<file path="src/rtl/fifo_pkg.sv">
// Shared defaults so sync_fifo and its read-side drain stage agree on
// geometry, plus the occupancy type used by the drain stage's credit logic.
package fifo_pkg;

  localparam int WIDTH     = 8;
  localparam int DEPTH     = 16;
  localparam int PTR_WIDTH = $clog2(DEPTH);
  localparam int CNT_WIDTH = 16;

  // Occupancy of the 2-entry output buffer (0..2).
  typedef logic [1:0] occ_t;

endpackage

</file>
<file path="src/rtl/stream_buf2.sv">
// Two-entry register FIFO: head holds the word on the output, tail holds the
// word that follows it. Push and pop may happen in the same cycle.
module stream_buf2
  import fifo_pkg::*;
#(
  parameter int WIDTH = fifo_pkg::WIDTH
) (
  input  logic             clk_i,
  input  logic             rst_i,
  input  logic             push_i,
  input  logic [WIDTH-1:0] push_data_i,
  input  logic             pop_i,
  output logic             valid_o,
  output logic [WIDTH-1:0] data_o,
  output occ_t             count_o
);

  // Handshake: the owner only asserts pop_i while valid_o=1, and only asserts
  // push_i when a free slot exists after this cycle's pop.
  logic [WIDTH-1:0] head;
  logic [WIDTH-1:0] tail;
  occ_t             count;

  always_ff @(posedge clk_i) begin
    if (rst_i) begin
      head  <= '0;
      tail  <= '0;
      count <= 2'd0;
    end else begin
      case (count)
        2'd0: begin
          if (push_i) begin
            head  <= push_data_i;
            count <= 2'd1;
          end
        end
        2'd1: begin
          if (push_i && pop_i) begin
            head <= push_data_i;
          end else if (push_i) begin
            tail  <= push_data_i;
            count <= 2'd2;
          end else if (pop_i) begin
            count <= 2'd0;
          end
        end
        default: begin
          // Full: the tail moves up on a pop; a simultaneous push refills it.
          if (pop_i) begin
            head <= tail;
            if (push_i) tail <= push_data_i;
            else        count <= 2'd1;
          end
        end
      endcase
    end
  end

  assign valid_o = (count != 2'd0);
  assign data_o  = head;
  assign count_o = count;

endmodule

</file>
<file path="src/rtl/fifo_stream_drain.sv">
// Read-side drain for sync_fifo: issues FIFO reads against a 2-word credit
// (buffered + in-flight) and presents the words on a valid/ready stream.
module fifo_stream_drain
  import fifo_pkg::*;
#(
  parameter int WIDTH     = fifo_pkg::WIDTH,
  parameter int CNT_WIDTH = fifo_pkg::CNT_WIDTH
) (
  input  logic                 clk_i,
  input  logic                 rst_i,
  input  logic                 fifo_empty_i,
  input  logic [WIDTH-1:0]     fifo_rd_data_i,
  output logic                 fifo_rd_en_o,
  output logic                 m_valid_o,
  output logic [WIDTH-1:0]     m_data_o,
  input  logic                 m_ready_i,
  output logic [CNT_WIDTH-1:0] beat_cnt_o
);

  // Stream handshake: a beat transfers when m_valid_o & m_ready_i at a rising
  // edge; m_valid_o/m_data_o are registered and hold until that transfer.
  logic       inflight;
  logic       pop;
  occ_t       buf_count;
  logic [2:0] used;

  assign pop  = m_valid_o & m_ready_i;
  assign used = {1'b0, buf_count} + {2'b00, inflight} - {2'b00, pop};

  // A read is only issued if its word is guaranteed a slot when it lands.
  assign fifo_rd_en_o = ~rst_i & ~fifo_empty_i & (used < 3'd2);

  always_ff @(posedge clk_i) begin
    if (rst_i) begin
      inflight   <= 1'b0;
      beat_cnt_o <= '0;
    end else begin
      inflight <= fifo_rd_en_o;
      if (pop) beat_cnt_o <= beat_cnt_o + {{(CNT_WIDTH-1){1'b0}}, 1'b1};
    end
  end

  stream_buf2 #(
    .WIDTH (WIDTH)
  ) u_buf (
    .clk_i       (clk_i),
    .rst_i       (rst_i),
    .push_i      (inflight),
    .push_data_i (fifo_rd_data_i),
    .pop_i       (pop),
    .valid_o     (m_valid_o),
    .data_o      (m_data_o),
    .count_o     (buf_count)
  );

endmodule

</file>
<file path="config.mk">
export PLATFORM = sky130hd
export DESIGN_NAME = fifo_stream_drain
export DESIGN_NICKNAME = d
export VERILOG_FILES = /design/src/rtl/fifo_pkg.sv /design/src/rtl/stream_buf2.sv /design/src/rtl/fifo_stream_drain.sv
export SDC_FILE = /design/constraint.sdc
export NUM_CORES = 1
export LEC_CHECK = 0
export CAP_MARGIN = 20
export CORE_UTILIZATION = 52
export CTS_CLUSTER_DIAMETER = 40
export DETAILED_ROUTE_END_ITERATION = 8
export GPL_TIMING_DRIVEN = 0
export PLACE_DENSITY = 0.88
export SLEW_MARGIN = 20
export SYNTH_ARGS = -nofsm -noshare
export SYNTH_HDL_FRONTEND = slang
export SYNTH_SLANG_ARGS = --single-unit
</file>
<file path="constraint.sdc">
create_clock -name clk_i -period 3.9 [get_ports clk_i]
set_input_delay 0.975 -clock clk_i [delete_from_list [all_inputs] [get_ports clk_i]]
set_output_delay 0.975 -clock clk_i [all_outputs]
set_load 0.02 [all_outputs]
</file>
## After elaboration in Yosys (flattened, before gate mapping)

Index checks and enable logic that the tools add are counted.
Widths: inputs -> output; s select.

| storage, ports and cells | value |
|---|---|
| bits in registers | 35 |
| logic and storage cells | 44 |
| output and inout bits | 26 |
| bits of input ports | 12 |

| cells by class | value |
|---|---|
| multiplexer cells | 15 |
| reduce and logical (&&, ||, !) cells | 8 |
| order comparisons | 1 |
| eq/ne operators | 6 |
| add/sub/neg operators | 3 |
| bitwise operators | 6 |

Operators with widths:

| cell | count |
|---|---|
| $mux 8 | 6 |
| $pmux 8 s2 | 2 |
| $add 16x1->16 const B | 1 |
| $mux 2 | 6 |
| $reduce_and 3->1 | 2 |
| $reduce_and 5->1 | 1 |
| $ne 2x2->1 const B | 2 |
| $pmux 2 s2 | 1 |
| $reduce_bool 2->1 | 2 |
| $add 2x1->3 | 1 |
| $and 1x1->1 | 3 |
| $lt 3x2->1 const B | 1 |
| $ne 3x1->1 const B | 1 |
| $ne 3x3->1 const B | 1 |
| $not 1->1 | 3 |
| $reduce_bool 3->1 | 1 |
| $sub 3x1->3 | 1 |
| $eq 2x1->1 const B | 1 |
| $logic_not 2->1 | 1 |
| $ne 2x1->1 const B | 1 |
| $logic_and 1x1->1 | 1 |

## Depth between registers and ports, before layout

Gate-level depths: netlist of run 1.

| logic depth | value |
|---|---|
| depth in word-level cells | 6 |
| gate-level depth with buffers | 7 |
| depth with buffers taken out | 6 |

## By module

A second synthesis of run 1 with hierarchy kept.

| second synthesis, totals | value |
|---|---|
| cells, all modules | 177 |
| area, all modules | 1,783.0 µm² |

Modules (own cells, without submodules):

| module | instances | cells an instance | area each (µm²) | sequential area each (µm²) |
|---|---|---|---|---|
| stream_buf2 | 1 | 88 | 964.7 | 360.3 |
| fifo_stream_drain | 1 | 89 | 818.3 | 340.3 |

## Worst setup path before layout of run 1

Ideal clock, no wire load.

| timing | value |
|---|---|
| path type | in2out |
| start point | in m_ready_i |
| end point | out fifo_rd_en_o |
| path slack | 0.011 ns |
| arrival | 2.914 ns |
| stages on the path | 7 |
| data required time | 2.925 ns |
| path buffers | 1 |
| cell sequence | buf_4 and2_1 nor2b_1 o21ai_0 fa_1 xor2_1 nor4b_1 |

| between the ends | value |
|---|---|
| cells in the longest elaborated chain, start to end | 4 |

Ends and longest elaborated chain:

| element | RTL line | text |
|---|---|---|
| start: declaration | fifo_stream_drain.sv:16 | `input logic m_ready_i,` |
| $and 1x1->1 | fifo_stream_drain.sv:27 | `assign pop = m_valid_o & m_ready_i;` |
| $sub 3x1->3 | fifo_stream_drain.sv:28 | `assign used = {1'b0, buf_count} + {2'b00, inflight} - {2'b00, pop};` |
| $lt 3x2->1 | fifo_stream_drain.sv:31 | `assign fifo_rd_en_o = ~rst_i & ~fifo_empty_i & (used < 3'd2);` |
| $and 1x1->1 | fifo_stream_drain.sv:31 |  |
| end: declaration | fifo_stream_drain.sv:13 | `output logic fifo_rd_en_o,` |

Every way passes these cells.

## Worst setup path after layout of run 1

Ends and elaborated chain as after synthesis.

==> reports/results.tsv, run 1 <==
stage	metric	value	unit
outcome	result of the run	complete, but fails checks	
outcome	failing checks	design-rule violations	
global_routing	pin count of the biggest net entering global routing	12	
min_path	endpoint of the worst hold path	u_buf.data_o[1]	
layout	# diodes	0	
layout	Syn-to-layout area delta	28.8	%
timing	setup repair after global routing missed its margin	false	
clocking	H-tree levels	2	
floorplanning	height of the die	57.4	µm
yosys	number of flops mapped to enable cells by yosys	0	
timing	portion of the clock cycle consumed by the worst path in the final layout	95.1	%
global_routing	antenna violations before repair	0	
floorplanning	effective utilization at floorplan	56.4	%
layout	Layout Utilization	72.7	%
critical_path	type of the setup path with the least slack	in -> out	
place	IO buf count	35	
place	dpl hpwl	2.53	mm
yosys	post-synthesis net count	185	
layout	fraction of final layout cells with drive strength greater than 1	9.39	%
min_path	instance count along the most critical hold path	2	
yosys	share of Yosys cell area claimed by the top area cell type	43.9	%
critical_path	CP Capture Type	primary output	
critical_path	critical register-to-register path startpoint	u_buf.count_o[1]	
critical_path	FF-to-FF End	inflight	
global_routing	vias in the first global route	1277	
floorplanning	area of the die	3300	µm²
timing	transition time at the pin with the least slew margin	0.496	ns
yosys	warnings from Yosys	0	
power_and_ir_drop	Lkg Pwr	0.751	nW
power_and_ir_drop	worst-case vdd ir drop	245	µV
yosys	Yosys cell types	36	
global_routing	total overflow reported by the global router	0	
yosys	fraction of the yosys area taken by sequential cells	43.9	%
floorplanning	number of I/O pins	38	
place	Final GP Congestion	0.864	
route	Antenna Violating Nets Remaining	0	
timing	Clock Skew	0.0135	ns
route	total wire length	3.50	mm
clocking	clock slew seen by the registers of the worst setup and hold paths	0.09	ns
route	Routed WL per cell	14.3	µm
layout	most common cell after layout, fill and taps aside	sky130_fd_sc_hd__dfxtp_1	
timing	Max Fclk	270	MHz
floorplanning	placeable core area	2830	µm²
timing	Post-Route Setup TNS	0	ns
route	DRC marker count from the first detailed-route iteration	29	
clocking	setup bufs post-CTS	0	
critical_path	Req. time, crit path	2.92	ns
min_path	class of the worst hold path	reg -> reg	
yosys	total of flip-flops plus latches after synthesis	35	
critical_path	cells on worst reg2reg path	7	
critical_path	Worst Path Arrival	2.74	ns
route	Residual DRC	1	
layout	commonest cells after routing, fill and taps aside	sky130_fd_sc_hd__dfxtp_1 (35), sky130_fd_sc_hd__nor2_1 (34), sky130_fd_sc_hd__clkdlybuf4s50_1 (34), sky130_fd_sc_hd__mux2i_1 (17), sky130_fd_sc_hd__xnor2_1 (10)	
place	total instance count after detailed placement	237	
clocking	CTS root buffer	sky130_fd_sc_hd__clkbuf_4	
clocking	Longest Clk Path Bufs	2	
critical_path	worst-case register-to-register setup slack	1.84	ns
yosys	summed instance area of the synthesized netlist	1600	µm²
min_path	hold path startpoint	u_buf.data_o[1]	
yosys	Synth Instances	171	
route	via/cell ratio	5.52	
clocking	clock network latency to the later pin of the worst-skew pair	0.34	ns
power_and_ir_drop	Power Total	709	µW
timing	number of setup violations in the final report	0	
layout	post-layout instance count excluding filler cells	244	
yosys	mean post-synth cell area	9.34	µm²
yosys	cell taking the most area after synthesis	sky130_fd_sc_hd__dfxtp_1	
layout	final-layout fill cell count	215	
timing	final count of pins violating max slew	0	
global_routing	overall fraction of global-route tracks in use	22.7	%
yosys	ranking of synthesized cells by area	sky130_fd_sc_hd__dfxtp_1 (44%), sky130_fd_sc_hd__mux2i_1 (11%), sky130_fd_sc_hd__nor2_1 (8.0%)	
clocking	CTS tree	done	
layout	final-stage net count	227	
timing	time the worst path needs with I/O delays and setup	3.71	ns
global_routing	first-pass GRT wire length	5.72	mm
floorplanning	Die Width	57.4	µm
floorplanning	Cell Rows	19	
critical_path	Setup crit start kind	primary input	
timing	Slew HR	66.9	%
clocking	number of buffers added by the clock tree synthesis step	5	
power_and_ir_drop	power density over the cells	345	nW/µm²
route	first drt pass iteration count	6	
critical_path	critical path peak fanout	8	
route	total vias in the final route	1348	
yosys	prevailing post-synth register cell	sky130_fd_sc_hd__dfxtp_1	
clocking	clk sink count	35	
timing	Hold Vio Cnt, Final	0	
yosys	async set-reset flop share out of synthesis	0	%
job	Maximum Capacitance Violations	0	
-- logic make-up (layout without fill, tap and decap cells) --
kind of cell | count (synthesis) | count (layout) | share of synthesized area (%)
xor+xnor | 12 | 12 | 6.58
fa+ha+maj | 2 | 2 | 2.04
simple gates | 68 | 68 | 20.7
mux | 18 | 18 | 11.4
compound gates | 22 | 22 | 11.3
flops | 35 | 35 | 43.9
buf+inv | 14 | 56 | 4.15
-- how the worst max path moves through the flow --
stage / start / endpoint / slack [ns] / cells after the start
after floorplan: m_ready_i / fifo_rd_en_o / 0.01 / 7
after detailed placement: m_ready_i / fifo_rd_en_o / -0.23 / 8
after global routing: m_ready_i / fifo_rd_en_o / 0.02 / 8
after CTS: m_ready_i / fifo_rd_en_o / 0.07 / 8
final: m_ready_i / fifo_rd_en_o / 0.19 / 8
after global placement: m_ready_i / fifo_rd_en_o / -0.17 / 8
-- repair_timing --
item,in CTS,in global routing
hold buffers,0,0
endpoints found under the setup margin,1,1
gates resized for setup,1,3
gates cloned,0,0
-- power breakdown --
group / leakage (nW) / switching (mW) / internal, mW
clock network: 0.0373 / 0.118 / 0.131
registers: 0.284 / 0.00685 / 0.367
logic: 0.430 / 0.0453 / 0.0399
total: 0.751 / 0.171 / 0.539
-- stage by stage --
| stage | cell area (µm²) | hold WS (ns) | worst slack (ns) |
|---|---|---|---|
| final | 2060 | 0.510 | 0.190 |
| after global routing | 2060 | 0.525 | 0.0181 |
| after CTS | 2060 | 0.507 | 0.0660 |
| after detailed placement | 1990 | 0.493 | -0.232 |
| after global placement | 1990 | 0.473 | -0.170 |
| after floorplan | 1600 | 0.463 | 0.0114 |
-- metal layers --
metal,wire (µm),track usage [%],vias up
li1,-,-,677
met1,1550,26.6,632
met2,1770,38.9,37
met3,151,5.44,2
met4,23,10.5,0
met5,0,0,-
-- critical path, stage by stage --
cell and delay, ns:
sky130_fd_sc_hd__buf_4 0.14, sky130_fd_sc_hd__and2_1 0.21, sky130_fd_sc_hd__nor2b_1 0.23, sky130_fd_sc_hd__o21ai_0 0.15
sky130_fd_sc_hd__fa_1 0.40, sky130_fd_sc_hd__xor2_1 0.16, sky130_fd_sc_hd__nor4b_1 0.25, sky130_fd_sc_hd__clkbuf_2 0.22
-- synth_stat cells, drive strengths merged (2+ instances only) --
cell and n:
a211oi 8, a21oi 4, buf 5, clkbuf 4, dfxtp 35, inv 5, mux2i 17, nand2 5
nand2b 3, nand3 4, nand4 3, nor2 34, nor2b 3, nor3 5, nor4 4, nor4b 2
o21ai 4, xnor2 10, xor2 2
-- registers in the layout, summed over array words and instances (netlist names) --
name,flops
u_buf.tail,8
inflight,1
u_buf.count_o,2
u_buf.data_o,8
beat_cnt_o,16
-- layout make-up --
cell class / instances / area, µm² / area share, %
clock buffer: 5 / 37.5 / 1.83
multi-input combinational: 122 / 830 / 40.4
inverter: 5 / 18.8 / 0.913
buffer: 9 / 47.5 / 2.31
sequential: 35 / 701 / 34.1
tap: 31 / 38.8 / 1.89
timing repair buffer: 35 / 345 / 16.8
clock inverter: 2 / 37.5 / 1.83
(Power assumes the default switching activity.)
==> run 2, diff against run 1 <==
- CELL_PAD_IN_SITES_DETAIL_PLACEMENT: default -> 1
- CELL_PAD_IN_SITES_GLOBAL_PLACEMENT: default -> 1
- CORE_UTILIZATION: 52 -> 39
==> reports/results.tsv, run 2 (synthesis results as in run 1) <==
stage	metric	value	unit	change
outcome	result of the run	complete, no violations		was complete, but fails checks
layout	Design Area, Final	2120	µm²	was 2060 µm²
critical_path	ordered list of cells on the worst path	buf_4 -> and2_1 -> nor2b_1 -> o21ai_0 -> fa_1 -> xor2_1 -> nor4b_1 -> clkbuf_2		unchanged
timing	transition time at the pin with the least slew margin	0.533	ns	was 0.496 ns
timing	portion of the clock cycle consumed by the worst path in the final layout	96.3	%	was 95.1%
layout	final-stage net count	227		unchanged
layout	most common cell after layout, fill and taps aside	sky130_fd_sc_hd__dfxtp_1		unchanged
timing	number of setup violations in the final report	0		unchanged
floorplanning	placeable core area	3800	µm²	was 2830 µm²
route	Residual DRC	0		was 1
timing	Clock Skew	0.00450	ns	was 0.0135 ns
power_and_ir_drop	Lkg Pwr	0.773	nW	was 0.751 nW
min_path	instance count along the most critical hold path	2		unchanged
timing	setup repair after global routing missed its margin	false		unchanged
layout	Top reg by flops	beat_cnt_o		unchanged
floorplanning	Die Width	66.0	µm	was 57.4 µm
global_routing	first-pass GRT wire length	7.22	mm	was 5.72 mm
route	Routed WL per cell	16.2	µm	was 14.3 µm
clocking	clock slew seen by the registers of the worst setup and hold paths	0.08	ns	was 0.09 ns
critical_path	Worst Path Arrival	2.78	ns	was 2.74 ns
layout	Syn-to-layout area delta	32.7	%	was 28.8%
floorplanning	area of the die	4350	µm²	was 3300 µm²
layout	final-layout fill cell count	443		was 215
critical_path	Worst path max stage delay	0.40	ns	about the same
layout	post-layout instance count excluding filler cells	262		was 244
clocking	setup bufs post-CTS	0		unchanged
min_path	class of the worst hold path	reg -> reg		unchanged
route	DRC marker count from the first detailed-route iteration	40		was 29
job	Maximum Capacitance Violations	0		unchanged
clocking	CTS root buffer	sky130_fd_sc_hd__clkbuf_8		was sky130_fd_sc_hd__clkbuf_4
power_and_ir_drop	worst-case vdd ir drop	261	µV	was 245 µV
global_routing	total overflow reported by the global router	0		unchanged
timing	time the worst path needs with I/O delays and setup	3.76	ns	was 3.71 ns
floorplanning	effective utilization at floorplan	42.0	%	was 56.4%
timing	final count of pins violating max slew	0		unchanged
clocking	Longest Clk Path Bufs	2		unchanged
place	total instance count after detailed placement	254		was 237
layout	Sequential Area	701	µm²	unchanged
critical_path	cell at the slowest stage of the critical path	sky130_fd_sc_hd__fa_1		unchanged
critical_path	Setup crit start kind	primary input		unchanged
floorplanning	Cell Rows	22		was 19
critical_path	cells on worst reg2reg path	7		unchanged
route	total wire length	4.25	mm	was 3.50 mm
place	dpl cell area	2010	µm²	was 1990 µm²
power_and_ir_drop	power density over the cells	379	nW/µm²	was 345 nW/µm²
global_routing	vias in the first global route	1538		was 1277
critical_path	CP Capture Type	primary output		unchanged
route	via/cell ratio	5.31		was 5.52
layout	Largest register FFs	16		unchanged
timing	worst-case setup margin in the final layout	0.143	ns	was 0.190 ns
timing	Slew HR	64.5	%	was 66.9%
global_routing	pin count of the biggest net entering global routing	14		was 12
layout	fraction of final layout cells with drive strength greater than 1	9.81	%	was 9.39%
place	worst slack at placement	-0.297	ns	was -0.232 ns
floorplanning	height of the die	66.0	µm	was 57.4 µm
route	first drt pass iteration count	4		was 6
route	Antenna Violating Nets Remaining	0		unchanged
layout	# diodes	0		unchanged
floorplanning	number of I/O pins	38		unchanged
clocking	CTS tree	done		unchanged
clocking	clk sink count	35		unchanged
clocking	number of buffers added by the clock tree synthesis step	5		unchanged
critical_path	Req. time, crit path	2.92	ns	about the same
timing	Max Fclk	266	MHz	was 270 MHz
layout	commonest cells after routing, fill and taps aside	sky130_fd_sc_hd__dfxtp_1 (35), sky130_fd_sc_hd__nor2_1 (34), sky130_fd_sc_hd__clkdlybuf4s50_1 (34), sky130_fd_sc_hd__mux2i_1 (17), sky130_fd_sc_hd__xnor2_1 (10)		unchanged
layout	area of the multi-input gates	830	µm²	unchanged
critical_path	type of the setup path with the least slack	in -> out		unchanged
place	IO buf count	35		unchanged
clocking	clock network latency to the later pin of the worst-skew pair	0.30	ns	was 0.34 ns
global_routing	overall fraction of global-route tracks in use	22.6	%	was 22.7%
power_and_ir_drop	Power Total	803	µW	was 709 µW
timing	Hold Vio Cnt, Final	0		unchanged
place	dpl hpwl	3.03	mm	was 2.53 mm
critical_path	critical path peak fanout	8		unchanged
global_routing	antenna violations before repair	0		unchanged
clocking	H-tree levels	2		unchanged
route	total vias in the final route	1390		was 1348
place	Final GP Congestion	0.785		was 0.864
==> run 2: what timing repair did <==
item                                    in CTS  in global routing
hold buffers                                 0                  0
gates cloned                                 0                  0
endpoints found under the hold margin        0                  0
gates resized for setup                      2                  2
endpoints found under the setup margin       1                  1
==> run 2: worst paths after layout <==
kind	startpoint	end	slack [ns]
setup / recovery	m_ready_i	fifo_rd_en_o	0.14
hold / removal	u_buf.tail[3]	u_buf.tail[3]	0.51
setup reg to reg	u_buf.count_o[1]	inflight	1.77
hold reg to reg	u_buf.tail[3]	u_buf.tail[3]	0.51
==> run 2: layer usage <==
| metal | track usage [%] | share of wire [%] |
|---|---|---|
| met1 | 24.2 | 41 |
| met2 | 41.8 | 55 |
| met3 | 5.00 | 3.1 |
| met4 | 9.57 | 1.7 |
| met5 | 0 | 0 |
==> run 2: layout make-up <==
class / instances / area share (%)
clock buffers: 5 / 3.25
repair buffers: 35 / 16.3
well taps: 48 / 2.84
multi-input cells: 122 / 39.2
plain buffers: 9 / 2.24
inverters: 5 / 0.886
flip-flops and latches: 35 / 33.1
clock inverters: 3 / 2.24
==> run 2: metrics by stage <==
step	hold slack (ns)	TNS, ns	util (%)
after CTS	0.510	0	55.9
after global routing	0.537	0	55.8
after global placement	0.474	-0.163	52.8
after detailed placement	0.490	-0.297	52.8
after floorplan	0.463	0	-
final	0.506	0	55.8
==> run 2: report_power, final <==
part           total [mW]  internal (mW)  switching (mW)
Sequential          0.374          0.367         0.00697
Clock               0.341          0.194           0.147
Combinational      0.0875         0.0400          0.0476
Total               0.803          0.601           0.202
==> run 2: worst max-delay path: cells and delay by family <==
kind	cells	cell delay, ns
XOR/XNOR	1	0.17
buffers and inverters	2	0.37
AO/OA/AOI/OAI	1	0.15
adder cells (fa/ha/maj)	1	0.40
AND/OR/NAND/NOR	3	0.72
==> run 3, diff against run 2 <==
- CORE_UTILIZATION: 39 -> 41
- CTS_BUF_LIST: default -> sky130_fd_sc_hd__clkbuf_8
- PLACE_DENSITY: 0.88 -> 0.91
==> reports/results.tsv, run 3 (synthesis results as in run 1) <==
stage	metric	value	unit	change
critical_path	Worst Path Buf+Inv	2		unchanged
timing	Clock Skew	0.00558	ns	was 0.00450 ns
timing	final hold slack	0.509	ns	was 0.506 ns
floorplanning	Cell Rows	22		unchanged
timing	Max Fclk	270	MHz	was 266 MHz
timing	Post-Route Setup TNS	0	ns	unchanged
clocking	setup bufs post-CTS	0		unchanged
global_routing	total overflow reported by the global router	0		unchanged
floorplanning	placeable core area	3690	µm²	was 3800 µm²
timing	Slew HR	59.8	%	was 64.5%
layout	Top reg by flops	beat_cnt_o		unchanged
route	first drt pass iteration count	4		unchanged
global_routing	pin count of the biggest net entering global routing	12		was 14
clocking	clock network latency to the later pin of the worst-skew pair	0.29	ns	was 0.30 ns
layout	most common cell after layout, fill and taps aside	sky130_fd_sc_hd__dfxtp_1		unchanged
clocking	number of buffers added by the clock tree synthesis step	5		unchanged
critical_path	Worst Path Arrival	2.73	ns	was 2.78 ns
clocking	CTS Hold Buffers Added	0		unchanged
place	dpl hpwl	3.11	mm	was 3.03 mm
power_and_ir_drop	Lkg Pwr	0.784	nW	was 0.773 nW
critical_path	Worst path max stage delay	0.40	ns	about the same
floorplanning	Die Width	64.4	µm	was 66.0 µm
route	via/cell ratio	5.40		was 5.31
timing	portion of the clock cycle consumed by the worst path in the final layout	95.1	%	was 96.3%
route	Routed WL per cell	16.5	µm	was 16.2 µm
critical_path	type of the setup path with the least slack	in -> out		unchanged
clocking	CTS tree	done		unchanged
timing	Hold Vio Cnt, Final	0		unchanged
floorplanning	effective utilization at floorplan	43.3	%	was 42.0%
clocking	H-tree levels	2		unchanged
critical_path	cell at the slowest stage of the critical path	sky130_fd_sc_hd__fa_1		unchanged
clocking	Longest Clk Path Bufs	2		unchanged
layout	Syn-to-layout area delta	33.7	%	was 32.7%
clocking	clk sink count	35		unchanged
layout	# diodes	0		unchanged
timing	final count of pins violating max slew	0		unchanged
critical_path	family of cells with the greatest summed delay on the critical path	simple AND/OR/NAND/NOR gates		unchanged
route	DRC marker count from the first detailed-route iteration	57		was 40
route	Residual DRC	0		unchanged
floorplanning	height of the die	64.4	µm	was 66.0 µm
place	IO buf count	35		unchanged
route	total wire length	4.33	mm	was 4.25 mm
layout	commonest cells after routing, fill and taps aside	sky130_fd_sc_hd__dfxtp_1 (35), sky130_fd_sc_hd__nor2_1 (34), sky130_fd_sc_hd__clkdlybuf4s50_1 (34), sky130_fd_sc_hd__mux2i_1 (17), sky130_fd_sc_hd__xnor2_1 (10)		unchanged
layout	fraction of final layout cells with drive strength greater than 1	9.35	%	was 9.81%
route	Antenna Violating Nets Remaining	0		unchanged
critical_path	Setup crit start kind	primary input		unchanged
layout	Largest register FFs	16		unchanged
critical_path	Req. time, crit path	2.92	ns	about the same
critical_path	ordered list of cells on the worst path	buf_4 -> and2_1 -> nor2b_1 -> o21ai_0 -> fa_1 -> xor2_1 -> nor4b_1 -> clkbuf_2		unchanged
min_path	class of the worst hold path	reg -> reg		unchanged
global_routing	overall fraction of global-route tracks in use	23.2	%	was 22.6%
outcome	result of the run	complete, no violations		unchanged
place	Final GP Congestion	0.756		was 0.785
global_routing	first-pass GRT wire length	7.36	mm	was 7.22 mm
timing	number of setup violations in the final report	0		unchanged
clocking	post-cts sizing count	1		was 2
layout	final-stage net count	227		unchanged
timing	time the worst path needs with I/O delays and setup	3.71	ns	was 3.76 ns
floorplanning	number of I/O pins	38		unchanged
clocking	CTS root buffer	sky130_fd_sc_hd__clkbuf_8		unchanged
global_routing	antenna violations before repair	0		unchanged
critical_path	critical path peak fanout	8		unchanged
power_and_ir_drop	power density over the cells	397	nW/µm²	was 379 nW/µm²
route	total vias in the final route	1416		was 1390
floorplanning	area of the die	4150	µm²	was 4350 µm²
timing	transition time at the pin with the least slew margin	0.603	ns	was 0.533 ns
critical_path	CP Capture Type	primary output		unchanged
global_routing	vias in the first global route	1522		was 1538
timing	setup repair after global routing missed its margin	false		unchanged
power_and_ir_drop	worst-case vdd ir drop	218	µV	was 261 µV
clocking	clock slew seen by the registers of the worst setup and hold paths	0.07	ns	was 0.08 ns
job	Maximum Capacitance Violations	0		unchanged
[run 3: per-stage QoR]
| step | cell area [µm²] | utilization, % | setup slack, ns | instances | power [mW] |
|---|---|---|---|---|---|
| 2_1_floorplan | 1600 | - | 0.0114 | 171 | 0.430 |
| 3_3_place_gp | 2010 | 54.4 | -0.167 | 254 | 0.465 |
| 3_5_place_dp | 2010 | 54.4 | -0.252 | 254 | 0.471 |
| 4_1_cts | 2140 | 58.0 | 0.0534 | 262 | 0.854 |
| 5_1_grt | 2130 | 57.9 | 0.0917 | 262 | 0.876 |
| 6_report | 2130 | 57.9 | 0.190 | 262 | 0.848 |
[run 3: power breakdown]
part	total [mW]	switching, mW	leakage, nW	internal [mW]
Combinational	0.0877	0.0478	0.430	0.0399
Clock	0.385	0.132	0.0695	0.253
Sequential	0.375	0.00752	0.284	0.367
Total	0.848	0.187	0.784	0.660
[run 3: final timing paths]
path,from,end,slack (ns),cells past startpoint
worst max-delay path,m_ready_i,fifo_rd_en_o,0.19,8
worst max register to register,u_buf.count_o[1],inflight,1.82,7
worst min register to register,u_buf.tail[5],u_buf.tail[5],0.51,2
worst min-delay path,u_buf.tail[5],u_buf.tail[5],0.51,2
[run 3: per-layer routing]
metal | vias to the layer above | part of all wire (%) | GRT usage [%]
met1 | 703 | 43 | 28.7
met3 | 8 | 2.4 | 4.11
li1 | 676 | - | -
met2 | 29 | 53 | 39.7
met4 | 0 | 1.6 | 8.89
met5 | - | 0 | 0
[run 3: layout make-up]
type / instances / area, µm²
Tap cell: 48 / 60.1
Multi-Input combinational cell: 122 / 830
Fill cell: 428 / 1550
Clock inverter: 3 / 63.8
Inverter: 5 / 18.8
Clock buffer: 5 / 68.8
Timing Repair Buffer: 35 / 345
Buffer: 9 / 47.5
Sequential cell: 35 / 701
[run 3: worst min-delay path: cells and delay by family (launching register included)]
kind,cells,cell delay (ns)
multiplexers,1,0.07
AND/OR/NAND/NOR,1,0.07
flip-flops,1,0.33
